--- config.mk ---
export PLATFORM = sky130hd
export DESIGN_NAME = cpu_sram_bridge
export DESIGN_NICKNAME = d
export VERILOG_FILES = /design/src/rtl/cpu_sram_bridge_pkg.sv /design/src/rtl/cpu_sram_size_dec.sv /design/src/rtl/cpu_sram_bridge.sv
export SDC_FILE = /design/constraint.sdc
export NUM_CORES = 1
export LEC_CHECK = 0
export CORE_MARGIN = 3
export CORE_UTILIZATION = 48
export CTS_CLUSTER_DIAMETER = 100
export CTS_CLUSTER_SIZE = 24
export DETAILED_ROUTE_END_ITERATION = 8
export PLACE_DENSITY = 0.89
export SYNTH_ARGS = -nofsm -noshare
export SYNTH_HDL_FRONTEND = slang
export SYNTH_SLANG_ARGS = --single-unit
--- constraint.sdc ---
create_clock -name clk -period 4.7 [get_ports clk]
set_clock_uncertainty 0.1 [all_clocks]
set_input_delay 0.47 -clock clk [delete_from_list [all_inputs] [get_ports clk]]
set_output_delay 0.47 -clock clk [all_outputs]
set_load 0.1 [all_outputs]
--- src/rtl/cpu_sram_bridge_pkg.sv ---
// Shared definitions for the CPU SRAM-to-handshake bridge: FSM encoding,
// transfer size codes and byte-strobe width.
package cpu_sram_bridge_pkg;

    typedef enum logic [1:0] {
        ST_IDLE = 2'd0,
        ST_REQ  = 2'd1,
        ST_WAIT = 2'd2
    } state_t;

    localparam int STRB_W = 4;

    localparam logic [1:0] SIZE_B = 2'd0;
    localparam logic [1:0] SIZE_H = 2'd1;
    localparam logic [1:0] SIZE_W = 2'd2;

endpackage

--- src/rtl/cpu_sram_size_dec.sv ---
// Byte-enable decoder: maps core write enables to bus direction, transfer
// size and an illegal-pattern flag. Purely combinational.
module cpu_sram_size_dec
    import cpu_sram_bridge_pkg::*;
(
    input  logic [STRB_W-1:0] we,
    output logic              wr,
    output logic [1:0]        size,
    output logic              illegal
);

    // Non-contiguous or 3-byte patterns fall back to a word access and are flagged.
    always_comb begin
        wr      = |we;
        size    = SIZE_W;
        illegal = 1'b0;
        case (we)
            4'b0000, 4'b1111:                   size = SIZE_W;
            4'b0011, 4'b1100:                   size = SIZE_H;
            4'b0001, 4'b0010, 4'b0100, 4'b1000: size = SIZE_B;
            default: begin
                size    = SIZE_W;
                illegal = 1'b1;
            end
        endcase
    end

endmodule

--- src/rtl/cpu_sram_bridge.sv ---
// Converts one-cycle SRAM-style core accesses into a req/addr_ok/data_ok
// split transaction, stalling the core until each access completes.
module cpu_sram_bridge
    import cpu_sram_bridge_pkg::*;
#(
    parameter int ADDR_W      = 32,
    parameter int DATA_W      = 32,
    parameter int TIMEOUT_CYC = 255
) (
    input  logic              clk,
    input  logic              resetn,
    input  logic              cpu_en,
    input  logic [STRB_W-1:0] cpu_we,
    input  logic [ADDR_W-1:0] cpu_addr,
    input  logic [DATA_W-1:0] cpu_wdata,
    output logic [DATA_W-1:0] cpu_rdata,
    output logic              cpu_stall,
    output logic              mem_req,
    output logic              mem_wr,
    output logic [1:0]        mem_size,
    output logic [STRB_W-1:0] mem_wstrb,
    output logic [ADDR_W-1:0] mem_addr,
    output logic [DATA_W-1:0] mem_wdata,
    input  logic              mem_addr_ok,
    input  logic              mem_data_ok,
    input  logic [DATA_W-1:0] mem_rdata,
    output logic              err_strb,
    output logic              err_timeout
);

    localparam int              CNT_W   = $clog2(TIMEOUT_CYC + 1);
    localparam logic [CNT_W-1:0] CNT_MAX = CNT_W'(TIMEOUT_CYC);

    state_t              state_r;
    logic [STRB_W-1:0]   we_r;
    logic [ADDR_W-1:0]   addr_r;
    logic [DATA_W-1:0]   wdata_r;
    logic [CNT_W-1:0]    cnt_r;
    logic [CNT_W-1:0]    cnt_inc_s;
    logic [STRB_W-1:0]   we_s;
    logic                illegal_s;

    cpu_sram_size_dec u_size_dec (
        .we      (we_s),
        .wr      (mem_wr),
        .size    (mem_size),
        .illegal (illegal_s)
    );

    assign mem_wstrb = we_s;
    assign cnt_inc_s = (cnt_r == CNT_MAX) ? cnt_r : cnt_r + CNT_W'(1);

    // In IDLE the request is a combinational pass-through; afterwards the captured payload is replayed.
    always_comb begin
        mem_req   = 1'b0;
        cpu_stall = 1'b0;
        we_s      = we_r;
        mem_addr  = addr_r;
        mem_wdata = wdata_r;
        case (state_r)
            ST_IDLE: begin
                mem_req   = cpu_en;
                cpu_stall = cpu_en;
                we_s      = cpu_we;
                mem_addr  = cpu_addr;
                mem_wdata = cpu_wdata;
            end
            ST_REQ: begin
                mem_req   = 1'b1;
                cpu_stall = 1'b1;
            end
            ST_WAIT: begin
                mem_req   = 1'b0;
                cpu_stall = ~mem_data_ok;
            end
            default: begin
                mem_req   = 1'b0;
                cpu_stall = 1'b0;
            end
        endcase
    end

    // Transaction FSM, payload capture, latency counter and sticky error flags.
    always_ff @(posedge clk or negedge resetn) begin
        if (!resetn) begin
            state_r     <= ST_IDLE;
            we_r        <= '0;
            addr_r      <= '0;
            wdata_r     <= '0;
            cnt_r       <= '0;
            cpu_rdata   <= '0;
            err_strb    <= 1'b0;
            err_timeout <= 1'b0;
        end else begin
            if (mem_req && illegal_s) begin
                err_strb <= 1'b1;
            end
            case (state_r)
                ST_IDLE: begin
                    cnt_r <= '0;
                    if (cpu_en) begin
                        we_r    <= cpu_we;
                        addr_r  <= cpu_addr;
                        wdata_r <= cpu_wdata;
                        state_r <= mem_addr_ok ? ST_WAIT : ST_REQ;
                    end
                end
                ST_REQ: begin
                    cnt_r <= cnt_inc_s;
                    if (cnt_inc_s == CNT_MAX) begin
                        err_timeout <= 1'b1;
                    end
                    if (mem_addr_ok) begin
                        state_r <= ST_WAIT;
                    end
                end
                ST_WAIT: begin
                    cnt_r <= cnt_inc_s;
                    if (mem_data_ok) begin
                        if (!mem_wr) begin
                            cpu_rdata <= mem_rdata;
                        end
                        state_r <= ST_IDLE;
                    end else if (cnt_inc_s == CNT_MAX) begin
                        err_timeout <= 1'b1;
                    end
                end
                default: state_r <= ST_IDLE;
            endcase
        end
    end

endmodule
## Yosys cells after proc, flatten, opt, wreduce, memory -nomap -nowiden

Cells that the tools add are included.

| storage, ports and cells | value |
|---|---|
| input bits | 105 |
| ROM bits | 0 |
| RAM bits | 0 |
| register bits after elaboration | 112 |
| word-level logic and storage cells | 57 |
| bits in latches | 0 |
| memories | 0 |

| cells by class | value |
|---|---|
| bitwise operators | 2 |
| div/mod/pow operators | 0 |
| multipliers | 0 |
| reductions and logical operators | 14 |
| equal/unequal tests | 15 |
| add/subtract/negate cells | 1 |
| $lt $le $gt $ge | 0 |
| multiplexer cells | 17 |
| shift operators | 0 |

Operator list:

| kind | number |
|---|---|
| 32-bit 2-to-1 mux | 2 |
| 8-bit equality test, second input constant | 2 |
| 8-bit one-hot mux with 2 select lines | 1 |
| 4-bit equality test, second input constant | 3 |
| 8-bit by 1-bit adder with 8-bit output, second input constant | 1 |
| 4-bit by 2-bit equality test with 1-bit output, second input constant | 2 |
| 2-bit 2-to-1 mux | 4 |
| 8-bit 2-to-1 mux | 1 |
| 2-bit != test, second input constant | 4 |
| 4-bit OR reduction | 2 |
| 8-bit OR reduction | 1 |
| 2-bit one-hot mux with 3 select lines | 1 |
| 3-bit AND reduction | 2 |
| 4-bit by 1-bit equality test with 1-bit output, second input constant | 1 |
| 4-bit by 3-bit equality test with 1-bit output, second input constant | 1 |
| 4-bit zero test | 1 |
| 4-bit 2-to-1 mux | 1 |
| 1-bit one-hot mux with 2 select lines | 2 |
| 2-bit one-hot mux with 2 select lines | 1 |
| 2-bit AND reduction | 2 |
| 2-bit nonzero test | 2 |
| 2-bit OR reduction | 2 |
| 1-bit 2-to-1 mux | 3 |
| 1-bit one-hot mux with 3 select lines | 1 |
| other kinds (5) | 6 |

## Logic depth before layout (Yosys ltp)

Gate-level depths: netlist of run 1.

| depth | value |
|---|---|
| depth in word-level cells | 6 |
| gate-level depth with buffers | 8 |

## Hierarchy

From an unflattened synthesis of run 1, not the netlist that was laid out.

| second synthesis, totals | value |
|---|---|
| cell total of the unflattened synthesis | 380 |
| area total of the unflattened synthesis | 5360.1 µm² |

Modules (own cells, without submodules):

| module | area each (µm²) | cells an instance | seq. area each (µm²) | instances |
|---|---|---|---|---|
| cpu_sram_bridge | 5306.3 | 372 | 2802.7 | 1 |
| cpu_sram_size_dec | 53.8 | 8 | 0.0 | 1 |

## Worst setup path after synthesis of run 1

OpenSTA, ideal clock, no wires.

| timing path | value |
|---|---|
| path kind | register to output |
| start | reg state_r[0] |
| end | out mem_size[0] |
| slack | 1.107 ns |
| arrival time | 3.023 ns |
| path buffers | 1 |
| required time | 4.130 ns |
| stages on the path, launching flop included | 7 |
| cell sequence | dfrtp_1 -> inv_1 -> ha_1 -> buf_6 -> mux2_2 -> nand2_1 -> o22ai_1 |

| on the way | value |
|---|---|
| longest elaborated chain between the ends | 5 |
| elaborated cells on any way between the ends | 11 |
| classes of those cells | eq/ne (6); mux (2); reduce/logical (3) |

Ends and longest elaborated chain:

| element | line | source |
|---|---|---|
| start: declaration | cpu_sram_bridge.sv:34 | `state_t state_r;` |
| start signal: assignment | cpu_sram_bridge.sv:105 | `state_r <= mem_addr_ok ? ST_WAIT : ST_REQ;` |
| 2-bit zero test * | cpu_sram_bridge.sv:60 | `case (state_r)` |
| 4-bit 2-to-1 mux * | cpu_sram_bridge.sv:60 |  |
| via mem_wstrb[0] | cpu_sram_bridge.sv:21 | `output logic [STRB_W-1:0] mem_wstrb,` |
| 4-bit by 1-bit equality test with 1-bit output, or another cell as far along | cpu_sram_size_dec.sv:17 | `case (we)` |
| 4-bit OR reduction / 2-bit OR reduction (equally long branches) | n/a |  |
| 2-bit one-hot mux with 2 select lines * | cpu_sram_size_dec.sv:17 |  |
| end: declaration | cpu_sram_bridge.sv:20 | `output logic [1:0] mem_size,` |

The timed path passes the listed nets; every way through them passes the cells marked *.

## Worst setup path after layout of run 1

| timing path | value |
|---|---|
| start | reg state_r[0] |
| end | out mem_wdata[12] |

| on the way | value |
|---|---|
| longest elaborated chain between the ends | 2 |

Ends and longest elaborated chain:

| element | line | source |
|---|---|---|
| 2-bit zero test | cpu_sram_bridge.sv:60 |  |
| 32-bit 2-to-1 mux | cpu_sram_bridge.sv:60 |  |
| end: declaration | cpu_sram_bridge.sv:23 | `output logic [DATA_W-1:0] mem_wdata,` |

No other way between the ends.

==> results of run 1 <==
worst paths after layout:
path	startpoint	end	slack, ns	depth (start not counted)
setup / recovery	state_r[0]	mem_wdata[12]	0.99	5
hold / removal	resetn	cpu_rdata[12]	0.13	1
setup reg to reg	state_r[0]	cpu_rdata[22]	1.77	6
hold reg to reg	err_strb	err_strb	0.38	1
max in group asynchronous	resetn	we_r[0]	3.25	2
min in group clk	err_strb	err_strb	0.38	1
final cells by class:
class,count,area share
Sequential cell,112,0.350
Clock inverter,2,0.00469
Tap cell,140,0.0219
Multi-Input combinational cell,246,0.320
Timing Repair Buffer,215,0.266
Clock buffer,13,0.0338
Inverter,7,0.00328
metal layers:
layer | up-vias | part of all wire
li1 | 1809 | -
met1 | 2007 | 0.38
met2 | 134 | 0.53
met3 | 30 | 0.056
met4 | 0 | 0.029
met5 | - | 0
cell families (layout without fill, tap and decap cells):
logic type,count (synthesis),count (layout),synth area share
simple gates,33,33,0.0325
buf+inv,32,237,0.0295
xor+xnor,3,3,0.00477
mux,169,169,0.366
compound gates,36,36,0.0470
flops,112,112,0.509
fa+ha+maj,5,5,0.0114
placed cells by master (no fill, tap or decap), types with 2 or more instances in the layout:
master           instances
nand2_1                  6
inv_1                    7
nand4_1                  2
nand2b_1                 2
ha_1                     4
buf_4                   10
clkbuf_16                9
clkbuf_8                 3
nor2_1                   6
clkdlybuf4s50_1        205
o41ai_1                  2
a22o_1                   3
and4_1                   2
o21a_1                   3
a31oi_1                  3
xnor2_1                  2
nor3_1                   2
o21ai_0                  4
mux2_2                 139
o22a_1                   3
mux2_4                  30
o2111ai_1                2
dfrtp_1                112
nand3_1                  5
a21oi_1                  7
a21oi_2                  2
nor2b_1                  2
per-stage QoR:
stage | cell area (um^2) | cells | setup WS [ns] | utilization
global placement | 7690 | 720 | 1.38 | 0.698
global route | 8000 | 735 | 0.827 | 0.725
floorplan | 5510 | 390 | 1.11 | -
detailed placement | 7690 | 720 | 1.34 | 0.698
finish | 8000 | 735 | 0.991 | 0.725
CTS | 8000 | 735 | 0.954 | 0.725
worst max-delay path: cells and delay by family (launching register included):
kind	cells	cell delay, ns
fa+ha+maj	1	0.48
buf+inv	3	1.48
flops	1	0.42
mux	1	0.38
state kept, by name (all words and copies together), names as in the netlist:
name / count
cpu_rdata: 32
err_timeout: 1
we_r: 4
wdata_r: 32
err_strb: 1
cnt_r: 8
addr_r: 32
state_r: 2
synth_stat cells:
cell	n	area, um^2
o21ai_0	4	20.0
dfrtp_1	112	2800
o22a_1	3	26.3
clkbuf_1	4	15.0
a21oi_1	7	35.0
o2111ai_1	2	17.5
or2_2	1	6.26
buf_1	7	26.3
mux2_2	139	1570
a2bb2oi_1	1	8.76
nand2_1	7	26.3
buf_6	4	45.0
xor2_1	1	8.76
a21oi_2	2	17.5
a41oi_1	1	8.76
o21a_1	3	22.5
nor3_2	1	10.0
buf_2	9	45.0
a21o_1	1	7.51
a31oi_1	3	18.8
inv_1	7	26.3
nand2b_1	2	12.5
nand3_1	5	25.0
a211oi_1	1	7.51
xnor2_1	2	17.5
o41ai_1	2	17.5
nor2b_1	2	12.5
ha_1	5	62.6
nand4b_1	1	8.76
o211ai_1	1	7.51
nand4_1	2	12.5
a2111o_1	1	11.3
nor3_1	2	10.0
a22o_1	3	26.3
mux2_4	30	450
nor2_1	6	22.5
or3b_2	1	8.76
o22ai_1	1	6.26
and4_1	2	17.5
clkbuf_2	1	5.00
or3_1	1	6.26
==> flow_metrics.env, run 1 <==
export IMPL_syn2layout_area_growth_pct=45.3
export IMPL_slew_headroom=0.294
export IMPL_cts_tree="done"
export IMPL_slew_violations=0
export IMPL_crit_fanout=38
export IMPL_drt_initial_drc_count=204
export IMPL_drc_errors=0
export IMPL_max_slew_worst_pin_slew_ns=1.06
export IMPL_antenna_cells=0
export IMPL_cap_viol_max_count=0
export IMPL_synth_seq_area_share=0.509
export IMPL_fin_nets=701
export IMPL_io_buffers=211
export IMPL_clkTransAtPathRegs_ns=0.07
export IMPL_ys_ff_latch=112
export IMPL_hold_viol=0
export IMPL_grt_pass1_vias=4397
export IMPL_synth_warnings=0
export IMPL_critPathKind="flip-flop to output port"
export IMPL_overflow=0
export IMPL_core_area_um2=11000
export IMPL_io_pins=212
export IMPL_required_ns=4.13
export IMPL_status="finished, final reports clean"
export IMPL_grt_pass1_wl_mm=23.0
export IMPL_multi_input_area_um2=2560
export IMPL_critPathLaunchType="flip-flop"
export IMPL_drt_antenna_violating_nets=0
export IMPL_min_delay_path_class="input pin to asynchronous set/reset pin"
export IMPL_critPathSlowestCell="clkdlybuf4s50_1"
export IMPL_wl_per_cell_um=19.2
export IMPL_end_kind="output port"
export IMPL_clk_latency_ns=0.35
export IMPL_grtUsageMet3=0.0492
export IMPL_die_area_um2=12800
export IMPL_drive_gt1_frac=0.338
export IMPL_grt_max_degree=71
export IMPL_grtUsageMet2=0.398
export IMPL_cts_resized=0
export IMPL_clockRootBuffer="clkbuf_16"
export IMPL_antenna_found_initial=0
export IMPL_fmax_mhz=270
export IMPL_final_setup_tns_ns=0
export IMPL_clockBufferDepth=2
export IMPL_synth_cell_types=41
export IMPL_seq_area_um2=2800
export IMPL_worst_path_largest_cell_delay_ns=0.98
export IMPL_hold_buffers=0
export IMPL_path_cells="inv_1 -> ha_4 -> buf_4 -> mux2_2 -> clkdlybuf4s50_1"
export IMPL_num_rows=38
export IMPL_crit_arrival_ns=3.14
export IMPL_vias=3980
export IMPL_grt_busiest_layer="met2"
export IMPL_period_needed_ns=3.71
export IMPL_clock_sinks=112
export IMPL_nFillCells=786
export IMPL_die_h_um=113
export IMPL_hold_ws_ns=0.131
export IMPL_grt_util_met1=0.272
export IMPL_finalCritPeriodShare=0.789
export IMPL_rsz0062_at_grt="no"
export IMPL_wirelength_mm=14.1
export IMPL_syn_nets=500
export IMPL_cts_made_buffers=9
export IMPL_syn_inst=390
export IMPL_dr_pass1_iters=4
export IMPL_start_util=0.499
export IMPL_gp_congestion=0.842
export IMPL_netlist_area_um2=5510
export IMPL_syn_avg_cell_area_um2=14.1
export IMPL_via_per_inst=5.41
export IMPL_setup_violations=0
export IMPL_htree_levels=3
export IMPL_postCtsSetupBuffers=0
export IMPL_gr_usage_all_layers=0.227
export IMPL_hpwlAfterDp_mm=10.2
export IMPL_die_x_um=113
Power of run 1 is not shown: default switching activity piles up to over one toggle a cycle in this logic, so the estimate is an artifact.
==> run 2, diff against run 1 <==
CORE_UTILIZATION = 40   (was 48)
PLACE_DENSITY = 0.79   (was 0.89)
clock period = 3.03 ns   (was 4.7 ns; I/O delays follow)
==> flow_metrics.env, run 2 (synthesis gave the netlist of run 1 again) <==
export IMPL_die_area_um2=15200
export IMPL_drc_errors=0
export IMPL_cts_tree="done"
export IMPL_nFillCells=1001
export IMPL_slew_headroom=0.506
export IMPL_drt_initial_drc_count=147
export IMPL_io_pins=212
export IMPL_io_buffers=211
export IMPL_required_ns=2.63
export IMPL_vias=3940
export IMPL_post_route_util=0.655
export IMPL_clkTransAtPathRegs_ns=0.08
export IMPL_start_util=0.413
export IMPL_worst_path_buf_inv=3
export IMPL_critPathSlowestCell="buf_4"
export IMPL_wl_per_cell_um=18.8
export IMPL_num_rows=42
export IMPL_period_needed_ns=2.83
export IMPL_rsz0062_at_grt="no"
export IMPL_gr_usage_all_layers=0.194
export IMPL_clock_sinks=112
export IMPL_clk_latency_ns=0.35
export IMPL_layout_common_cells="mux2_2 (139), dfrtp_1 (112), clkdlybuf4s50_1 (103)"
export IMPL_final_setup_tns_ns=0
export IMPL_wirelength_mm=14.6
export IMPL_crit_fanout=46
export IMPL_die_x_um=123
export IMPL_via_per_inst=5.09
export IMPL_gp_congestion=0.826
export IMPL_finalCritPeriodShare=0.933
export IMPL_end_kind="output port"
export IMPL_cts_resized=0
export IMPL_critPathLaunchType="flip-flop"
export IMPL_fmax_mhz=354
export IMPL_placedCellCount=757
export IMPL_dp_slack_ns=0.514
export IMPL_clockBufferDepth=2
export IMPL_fin_ws_ns=0.204
export IMPL_fin_cells=774
export IMPL_slew_violations=0
export IMPL_grt_pass1_vias=4315
export IMPL_setup_violations=0
export IMPL_seq_area_um2=2800
export IMPL_die_h_um=123
export IMPL_hpwlAfterDp_mm=11.0
export IMPL_drive_gt1_frac=0.515
export IMPL_final_common_cell="mux2_2"
export IMPL_overflow=0
export IMPL_cap_viol_max_count=0
export IMPL_multi_input_area_um2=2570
export IMPL_crit_family="buffers and inverters"
export IMPL_dr_pass1_iters=4
export IMPL_syn2layout_area_growth_pct=58.8
export IMPL_status="finished, final reports clean"
export IMPL_critPathKind="flip-flop to output port"
export IMPL_drt_antenna_violating_nets=0
export IMPL_grt_max_degree=59
export IMPL_core_area_um2=13300
export IMPL_clockRootBuffer="clkbuf_16"
export IMPL_path_cells="inv_1 -> ha_4 -> buf_4 -> mux2_2 -> buf_12"
export IMPL_cts_made_buffers=9
export IMPL_fin_nets=703
export IMPL_grt_pass1_wl_mm=22.9
export IMPL_htree_levels=3
export IMPL_worst_path_largest_cell_delay_ns=0.56
export IMPL_antenna_cells=0
export IMPL_min_delay_path_class="flip-flop to flip-flop"
export IMPL_reg_top3="addr_r x32, cpu_rdata x32, wdata_r x32"
export IMPL_antenna_found_initial=0
export IMPL_hold_viol=0
export IMPL_crit_arrival_ns=2.42
export IMPL_max_slew_worst_pin_slew_ns=0.742
run 2: cell count changes in the layout (fill, tap and decap cells not counted), moves of 2 or more:
cell | previous run | this run
inv_8 | 0 | 2
clkdlybuf4s50_1 | 205 | 103
buf_12 | 0 | 75
buf_4 | 10 | 38
run 2: per-stage QoR:
step | hold slack (ns) | area (um^2)
after floorplan | -0.0926 | 5520
after global placement | 0.302 | 8440
after detailed placement | 0.309 | 8440
after CTS | 0.389 | 8750
after global routing | 0.413 | 8750
final | 0.388 | 8750
run 2: worst paths after layout:
kind                                  from             to  slack, ns  depth (start not counted)
worst max-delay path            state_r[0]  mem_wdata[15]       0.20                          5
min in group asynchronous           resetn   cpu_rdata[1]       0.46                          2
worst max register to register  state_r[0]   cpu_rdata[5]       0.50                          7
max in group asynchronous           resetn     addr_r[15]       1.59                          3
worst min register to register    err_strb       err_strb       0.39                          1
worst min-delay path              err_strb       err_strb       0.39                          1
run 2: area by class of cell:
class                           instances  area share
Inverter                                7     0.00300
Tap cell                              176      0.0252
Multi-Input combinational cell        246       0.294
Sequential cell                       112       0.320
Clock buffer                           11      0.0289
Timing Repair Buffer                  217       0.323
Clock inverter                          5     0.00529
run 2: worst reg2reg max path, delay by kind of cell, from the launching register on:
family	cells	cell delay (ns)
AND/OR/NAND/NOR	2	0.75
flip-flops	1	0.40
buffers and inverters	2	0.43
adder cells (fa/ha/maj)	1	0.26
AO/OA/AOI/OAI	1	0.10
multiplexers	1	0.39
run 2: routing by layer:
layer / vias to the layer above / GRT usage / share of wire
met2: 122 / 0.330 / 0.52
met5: - / 0 / 0
met4: 0 / 0.0567 / 0.014
met1: 1985 / 0.242 / 0.41
li1: 1821 / - / -
met3: 12 / 0.0522 / 0.062
run 2: what timing repair did:
action	CTS	global route
setup buffers	0	0
setup endpoints to repair	0	0
endpoints found under the hold margin	56	0
hold buffers	1	0
Power of run 2 is left out for the same reason.
